===== src/rtl/wb_host_bridge.sv =====
// wb_host_bridge: Wishbone classic initiator with one outstanding transfer.
// Commands arrive on a valid/ready channel, each one runs a single classic
// cycle, and the result (read data or a timeout error) is returned on a
// valid/ready response channel.
`timescale 1ns/1ps

module wb_host_bridge #(
    parameter int unsigned TIMEOUT = 255
) (
    input  logic        wb_clk_i,
    input  logic        wb_rst_n_i,

    input  logic        cmd_valid_i,
    output logic        cmd_ready_o,
    input  logic        cmd_we_i,
    input  logic [3:0]  cmd_sel_i,
    input  logic [31:0] cmd_adr_i,
    input  logic [31:0] cmd_dat_i,

    output logic        wbm_cyc_o,
    output logic        wbm_stb_o,
    output logic        wbm_we_o,
    output logic [3:0]  wbm_sel_o,
    output logic [31:0] wbm_adr_o,
    output logic [31:0] wbm_dat_o,
    input  logic        wbm_ack_i,
    input  logic [31:0] wbm_dat_i,

    output logic        rsp_valid_o,
    input  logic        rsp_ready_i,
    output logic [31:0] rsp_dat_o,
    output logic        rsp_err_o
);

    // Counter only has to reach TIMEOUT-1; it is cleared on every accept.
    localparam int unsigned      CNT_W    = $clog2(TIMEOUT + 1);
    localparam logic [CNT_W-1:0] CNT_LAST = CNT_W'(TIMEOUT - 1);

    localparam logic [1:0] ST_IDLE = 2'd0;
    localparam logic [1:0] ST_BUS  = 2'd1;
    localparam logic [1:0] ST_RESP = 2'd2;

    logic [1:0]       state_q,   state_d;
    logic [CNT_W-1:0] cnt_q,     cnt_d;
    logic             we_q,      we_d;
    logic [3:0]       sel_q,     sel_d;
    logic [31:0]      adr_q,     adr_d;
    logic [31:0]      dat_q,     dat_d;
    logic [31:0]      rsp_dat_q, rsp_dat_d;
    logic             rsp_err_q, rsp_err_d;

    // Next-state logic: accept in IDLE, wait for ack or timeout in BUS,
    // hold the result in RESP until the consumer takes it.
    always_comb begin
        // NOTE: every _d defaults to its _q before the case so that no path
        // leaves a signal unassigned; otherwise synthesis infers latches.
        state_d   = state_q;
        cnt_d     = cnt_q;
        we_d      = we_q;
        sel_d     = sel_q;
        adr_d     = adr_q;
        dat_d     = dat_q;
        rsp_dat_d = rsp_dat_q;
        rsp_err_d = rsp_err_q;

        case (state_q)
            ST_IDLE: begin
                if (cmd_valid_i) begin
                    we_d    = cmd_we_i;
                    sel_d   = cmd_sel_i;
                    adr_d   = cmd_adr_i;
                    dat_d   = cmd_dat_i;
                    cnt_d   = '0;
                    state_d = ST_BUS;
                end
            end
            ST_BUS: begin
                // Ack has priority over the timeout threshold.
                if (wbm_ack_i) begin
                    rsp_dat_d = we_q ? 32'd0 : wbm_dat_i;
                    rsp_err_d = 1'b0;
                    state_d   = ST_RESP;
                end else if (cnt_q == CNT_LAST) begin
                    rsp_dat_d = 32'd0;
                    rsp_err_d = 1'b1;
                    state_d   = ST_RESP;
                end else begin
                    cnt_d = cnt_q + CNT_W'(1);
                end
            end
            ST_RESP: begin
                if (rsp_ready_i) begin
                    state_d = ST_IDLE;
                end
            end
            default: begin
                state_d = ST_IDLE;
            end
        endcase
    end

    // State and datapath registers with asynchronous active-low reset.
    always_ff @(posedge wb_clk_i or negedge wb_rst_n_i) begin
        if (!wb_rst_n_i) begin
            // NOTE: the datapath registers are reset too (not just the state)
            // because they drive module outputs that must read zero in reset.
            state_q   <= ST_IDLE;
            cnt_q     <= '0;
            we_q      <= 1'b0;
            sel_q     <= 4'd0;
            adr_q     <= 32'd0;
            dat_q     <= 32'd0;
            rsp_dat_q <= 32'd0;
            rsp_err_q <= 1'b0;
        end else begin
            // NOTE: non-blocking assignments so every register samples the
            // pre-edge values computed by the combinational block.
            state_q   <= state_d;
            cnt_q     <= cnt_d;
            we_q      <= we_d;
            sel_q     <= sel_d;
            adr_q     <= adr_d;
            dat_q     <= dat_d;
            rsp_dat_q <= rsp_dat_d;
            rsp_err_q <= rsp_err_d;
        end
    end

    // Handshake and bus controls are pure decodes of the registered state,
    // so they drop immediately when reset is asserted.
    assign cmd_ready_o = (state_q == ST_IDLE);
    assign wbm_cyc_o   = (state_q == ST_BUS);
    assign wbm_stb_o   = (state_q == ST_BUS);
    assign rsp_valid_o = (state_q == ST_RESP);

    assign wbm_we_o    = we_q;
    assign wbm_sel_o   = sel_q;
    assign wbm_adr_o   = adr_q;
    assign wbm_dat_o   = dat_q;
    assign rsp_dat_o   = rsp_dat_q;
    assign rsp_err_o   = rsp_err_q;

endmodule


===== config.mk =====
export PLATFORM = sky130hd
export DESIGN_NAME = wb_host_bridge
export DESIGN_NICKNAME = d
export VERILOG_FILES = /design/src/rtl/wb_host_bridge.sv
export SDC_FILE = /design/constraint.sdc
export NUM_CORES = 1
export LEC_CHECK = 0
export BUFFER_PORTS_ARGS = -buffer_cell sky130_fd_sc_hd__buf_2
export CAP_MARGIN = 20
export CORE_ASPECT_RATIO = 0.8
export CORE_MARGIN = 2
export CORE_UTILIZATION = 50
export DETAILED_ROUTE_END_ITERATION = 7
export GPL_ROUTABILITY_DRIVEN = 0
export GPL_TIMING_DRIVEN = 0
export PLACE_DENSITY = 0.89
export SLEW_MARGIN = 20
export SYNTH_ARGS = -nofsm -noshare
export SYNTH_HDL_FRONTEND = slang
export SYNTH_SLANG_ARGS = --single-unit

===== constraint.sdc =====
create_clock -name wb_clk_i -period 3.5 [get_ports wb_clk_i]
set_input_delay 0 -clock wb_clk_i [delete_from_list [all_inputs] [get_ports wb_clk_i]]
set_output_delay 0 -clock wb_clk_i [all_outputs]
set_load 0.05 [all_outputs]

# Yosys cells after proc, flatten, opt, wreduce, memory -nomap -nowiden

Cells that the tools add are included.

Flip-flop bits (word level): 112
Bits in latches: 0
RAM bits: 0
Memory bits (read-only): 0
Input port bits: 106
Output and inout port bits: 106
Memories kept: 0

Add/subtract/negate cells: 1
Multiply operators: 0
Div/mod/pow operators: 0
Order comparisons: 0
Eq/ne operators: 8
Shifts and indexed selects: 0
Multiplexer cells: 14
Bitwise gates (word level): 0
Reduce and logical (&&, ||, !) cells: 7

Operators with widths:

| cell                | number |
|---|---|
| $mux 32             | 3 |
| $mux 8              | 3 |
| $pmux 8 s2          | 1 |
| $add 8x1->8 const B | 1 |
| $eq 8x8->1 const B  | 1 |
| $mux 2              | 4 |
| $ne 2x2->1 const B  | 3 |
| $pmux 2 s3          | 1 |
| $reduce_and 2->1    | 2 |
| $reduce_and 4->1    | 1 |
| $reduce_bool 2->1   | 2 |
| $ne 3x1->1 const B  | 1 |
| $reduce_and 3->1    | 1 |
| $eq 2x1->1 const B  | 1 |
| $eq 2x2->1 const B  | 1 |
| $logic_not 2->1     | 1 |
| $mux 1              | 2 |
| $ne 2x1->1 const B  | 1 |

# Logic depth before layout (Yosys ltp)

Word-level depth: 4
Depth in mapped cells: 7

# Least setup slack after synthesis

OpenSTA, ideal clock, no wires.

Kind: register to register
Start: reg state_q[1]
End: reg cnt_q[2]
Library setup time: 118 ps
Arrival time: 1865 ps
Data required time: 3382 ps
Slack: 1517 ps
Cell stages (with the launch flop): 7
Period minus slack after synthesis: 1983 ps
Path through: dfrtp_1 > nor2_1 > and2_1 > buf_2 > buf_2 > mux2i_1 > a21o_1

Word-level cells in the longest chain between the ends: 3

RTL lines:

| item                                                             | RTL line | source |
|---|---|---|
| start, declared                                                  | 43       | `logic [1:0] state_q, state_d;` |
| start signal, assigned                                           | 118      | `state_q <= state_d;` |
| $logic_not 2->1 *                                                | --       |  |
| named net cmd_ready_o                                            | 14       | `output logic cmd_ready_o,` |
| $ne 2x2->1 (no line) / $reduce_bool 2->1 (equally long branches) | --       |  |
| $reduce_and 4->1 (no line)                                       | --       |  |
| end signal, assigned                                             | 119      | `cnt_q <= cnt_d;` |
| end, declared                                                    | 44       | `logic [CNT_W-1:0] cnt_q, cnt_d;` |

The timed path passes the listed nets; every way through them passes the cells marked *.
A chain may end at the register's enable or synchronous reset.

# Worst setup path after layout

Start: reg state_q[1]
End: out wbm_stb_o

Word-level cells in the longest chain between the ends: 1

RTL lines:

| item          | RTL line | source |
|---|---|---|
| $eq 2x1->1    | 133      | `assign wbm_stb_o = (state_q == ST_BUS);` |
| end, declared | 21       | `output logic wbm_stb_o,` |

Every way passes these cells.

==> results.py <==
metrics = {
    "status": {
        "status": "finished clean",
    },
    "global_routing": {
        "grt.overflow.total": 0,
        "grt_pass1_vias": 4972,
        "antenna_found_initial": 0,
        "grt_max_degree": 67,
        "grt_usage": 0.322,
        "grt_pass1_wl_um": 23800,
    },
    "critical_path": {
        "cp_cell_sequence": "nand2b_1, inv_2, clkbuf_1, buf_4, buf_2",
        "cp_max_fo": 11,
        "crit_slowest_cell": "clkbuf_1",
        "r2r_end": "wbm_dat_o[6]$_DFFE_PN0P_",
        "cp-start-kind": "register",
        "path_class": "register to output port",
        "worstPathRequired_ns": 3.50,
        "cpPeakStageDelay_ns": 0.41,
        "rr_worst_depth": 6,
        "end_kind": "output port",
        "r2r_start": "state_q[1]$_DFFE_PN0P_",
        "r2r_setup_slack_ns": 1.71,
        "critPathArrivalTime_ns": 1.98,
    },
    "power": {
        "p_leak_nw": 3.79,
        "vdd_ir_drop_max_v": 0.000691,
        "p_per_area_nw_per_um2": 1010,
    },
    "timing": {
        "min_period_ns": 1.98,
        "timing.final.crit_share": 0.566,
        "setup_violations": 0,
        "max_slew_margin": 0.664,
        "slew_violations": 0,
        "hold_viol": 0,
        "fin_worst_skew_ns": 0.0114,
        "rsz0062_at_grt": "false",
        "worst_pin_slew_ns": 0.500,
        "setup_tns_ns": 0,
        "fmax_mhz": 505,
    },
    "floorplanning": {
        "boundaryPins": 212,
        "fp-row-count": 30,
        "die-area_um2": 9720,
        "initial_core_util": 0.520,
        "die_x_um": 110,
        "coreArea_um2": 8600,
        "die-height_um": 88.6,
    },
    "hold_path": {
        "min_path_type": "primary input to register",
        "holdPathStages": 4,
        "min_to": "state_q[0]$_DFFE_PN0P_",
        "min_from": "cmd_valid_i",
    },
    "clocking": {
        "cts_tree": "built",
        "cts_buffers": 9,
        "cts_setup_buffers": 0,
        "postCtsHoldBufs": 103,
        "cts_resized": 0,
        "cts_root_buf": "clkbuf_8",
        "cts.htree.levels": 3,
        "cts_buffer_depth": 2,
        "clk_latency_ns": 0.37,
        "clkSlewWorstSetupHoldPaths_ns": 0.10,
        "cts.sinks": 112,
    },
    "cells_and_area": {
        "nNetsFinal": 902,
        "num_antenna_cells": 0,
        "drive_gt1_frac": 0.302,
        "synthToLayoutAreaGrowth_pct": 54.2,
        "design_area_um2": 6900,
    },
    "place": {
        "hpwlAfterDp_um": 8720,
        "port_buffers": 210,
        "post_dp_cell_area_um2": 5700,
    },
    "detailed_routing": {
        "drt-total-wl_um": 15300,
        "routed-via-count": 4769,
        "wl_per_cell_um": 16.8,
        "viasPerCell": 5.24,
        "first_iter_violations": 338,
        "first_pass_iters": 6,
        "route.detailed.drc": 0,
        "ant_nets": 0,
    },
    "flow_run": {
        "cap_violations": 0,
    },
    "yosys": {
        "synthCells": 469,
        "syn_area_per_cell_um2": 9.54,
        "yosys_warnings": 0,
        "ys_seq_area_frac": 0.627,
        "netlist_area_um2": 4470,
        "synth-seq-cells": 112,
        "synth_cell_types": 35,
        "synth_edf_count": 0,
        "synthArstFlopShare": 1.00,
        "syn_nets": 577,
        "synth_ff_type": "dfrtp_1",
    },
}
## cell type report
cell class,count,area (um^2)
fillers,492,1700
multi-input cells,305,1460
plain buffers,28,125
inverters,24,90.1
clock inverters,6,43.8
flip-flops and latches,112,2800
repair buffers,314,2120
clock buffers,9,124
well taps,112,140
## layer usage
layer,global-route usage,vias up,routed length (um)
met5,0,-,0
met4,0.146,0,556
met3,0.108,54,1240
met2,0.570,286,7860
met1,0.354,2284,5660
li1,-,2145,-
## worst max-delay path by stage
stage | from | end | slack [ns] | depth (start not counted)
global route | state_q[1]$_DFFE_PN0P_ | wbm_stb_o | 1.37 | 5
global placement | wb_rst_n_i | rsp_dat_o[23]$_DFFE_PN0P_ | 1.24 | 1
detailed placement | cnt_q[0]$_DFFE_PN0P_ | cnt_q[4]$_DFFE_PN0P_ | 1.82 | 7
CTS | state_q[1]$_DFFE_PN0P_ | wbm_stb_o | 1.53 | 5
finish | state_q[1]$_DFFE_PN0P_ | wbm_stb_o | 1.52 | 5
floorplan | state_q[1]$_DFFE_PN0P_ | cnt_q[2]$_DFFE_PN0P_ | 1.52 | 6
## synth_stat cells (2+ instances only)
library cell,n,share of area
nand2b_1,2,0.0028
buf_1,4,0.0034
nand4b_1,19,0.037
nand2_1,212,0.18
a21oi_1,5,0.0056
a22o_1,13,0.025
a21o_1,2,0.0034
nor3_1,3,0.0034
buf_2,7,0.0078
inv_1,23,0.019
and2_1,2,0.0028
ha_1,2,0.0056
nand3_1,6,0.0067
dfrtp_1,112,0.63
o21ai_0,22,0.025
clkbuf_1,15,0.013
nor2_1,2,0.0017
## sequential cells by signal, summed over array words and instances (netlist names)
register	flops
wbm_sel_o	4
wbm_we_o	1
rsp_err_o	1
state_q	2
rsp_dat_o	32
cnt_q	8
wbm_dat_o	32
wbm_adr_o	32
## cells by family after synthesis
group,share of synthesized area
AO/OA/AOI/OAI,0.0761
adder cells (fa/ha/maj),0.00559
buffers and inverters,0.0481
flip-flops,0.627
multiplexers,0.00224
AND/OR/NAND/NOR,0.241
## cells in the final DEF, fill, tap and decap left out, types with 4 or more instances in the layout
| cell | count |
|---|---|
| buf_2 | 216 |
| nand2_1 | 212 |
| dfrtp_1 | 112 |
| dlygate4sd3_1 | 103 |
| inv_1 | 23 |
| o21ai_0 | 22 |
| nand4b_1 | 19 |
| clkbuf_1 | 15 |
| a22o_1 | 13 |
| clkbuf_8 | 9 |
| nand3_1 | 6 |
| a21oi_1 | 5 |
| buf_1 | 4 |
## per-stage QoR
step / instances / setup slack (ns) / power [mW] / hold slack (ns) / utilization
after floorplan: 469 / 1.52 / 5.05 / -0.296 / -
after global placement: 791 / 1.24 / 5.93 / 0.189 / 0.659
after detailed placement: 792 / 1.82 / 6.05 / -0.0452 / 0.663
after CTS: 910 / 1.53 / 6.84 / 0.0261 / 0.802
after global routing: 910 / 1.37 / 7.29 / 0.0577 / 0.802
final: 910 / 1.52 / 6.96 / 0.0488 / 0.802
## critical path, delay by kind of cell, from the launching register on
family | cells | cell delay (ns)
simple gates | 1 | 0.21
buf+inv | 4 | 1.01
flops | 1 | 0.40
## power breakdown
| group | internal, mW | leakage, nW | switching, mW | total (mW) |
|---|---|---|---|---|
| Clock | 0.259 | 0.0859 | 0.430 | 0.689 |
| Sequential | 1.86 | 1.41 | 0.363 | 2.23 |
| Combinational | 0.920 | 2.29 | 3.13 | 4.05 |
| Total | 3.04 | 3.79 | 3.92 | 6.96 |
Note: power is estimated with default switching activity, not from simulation.
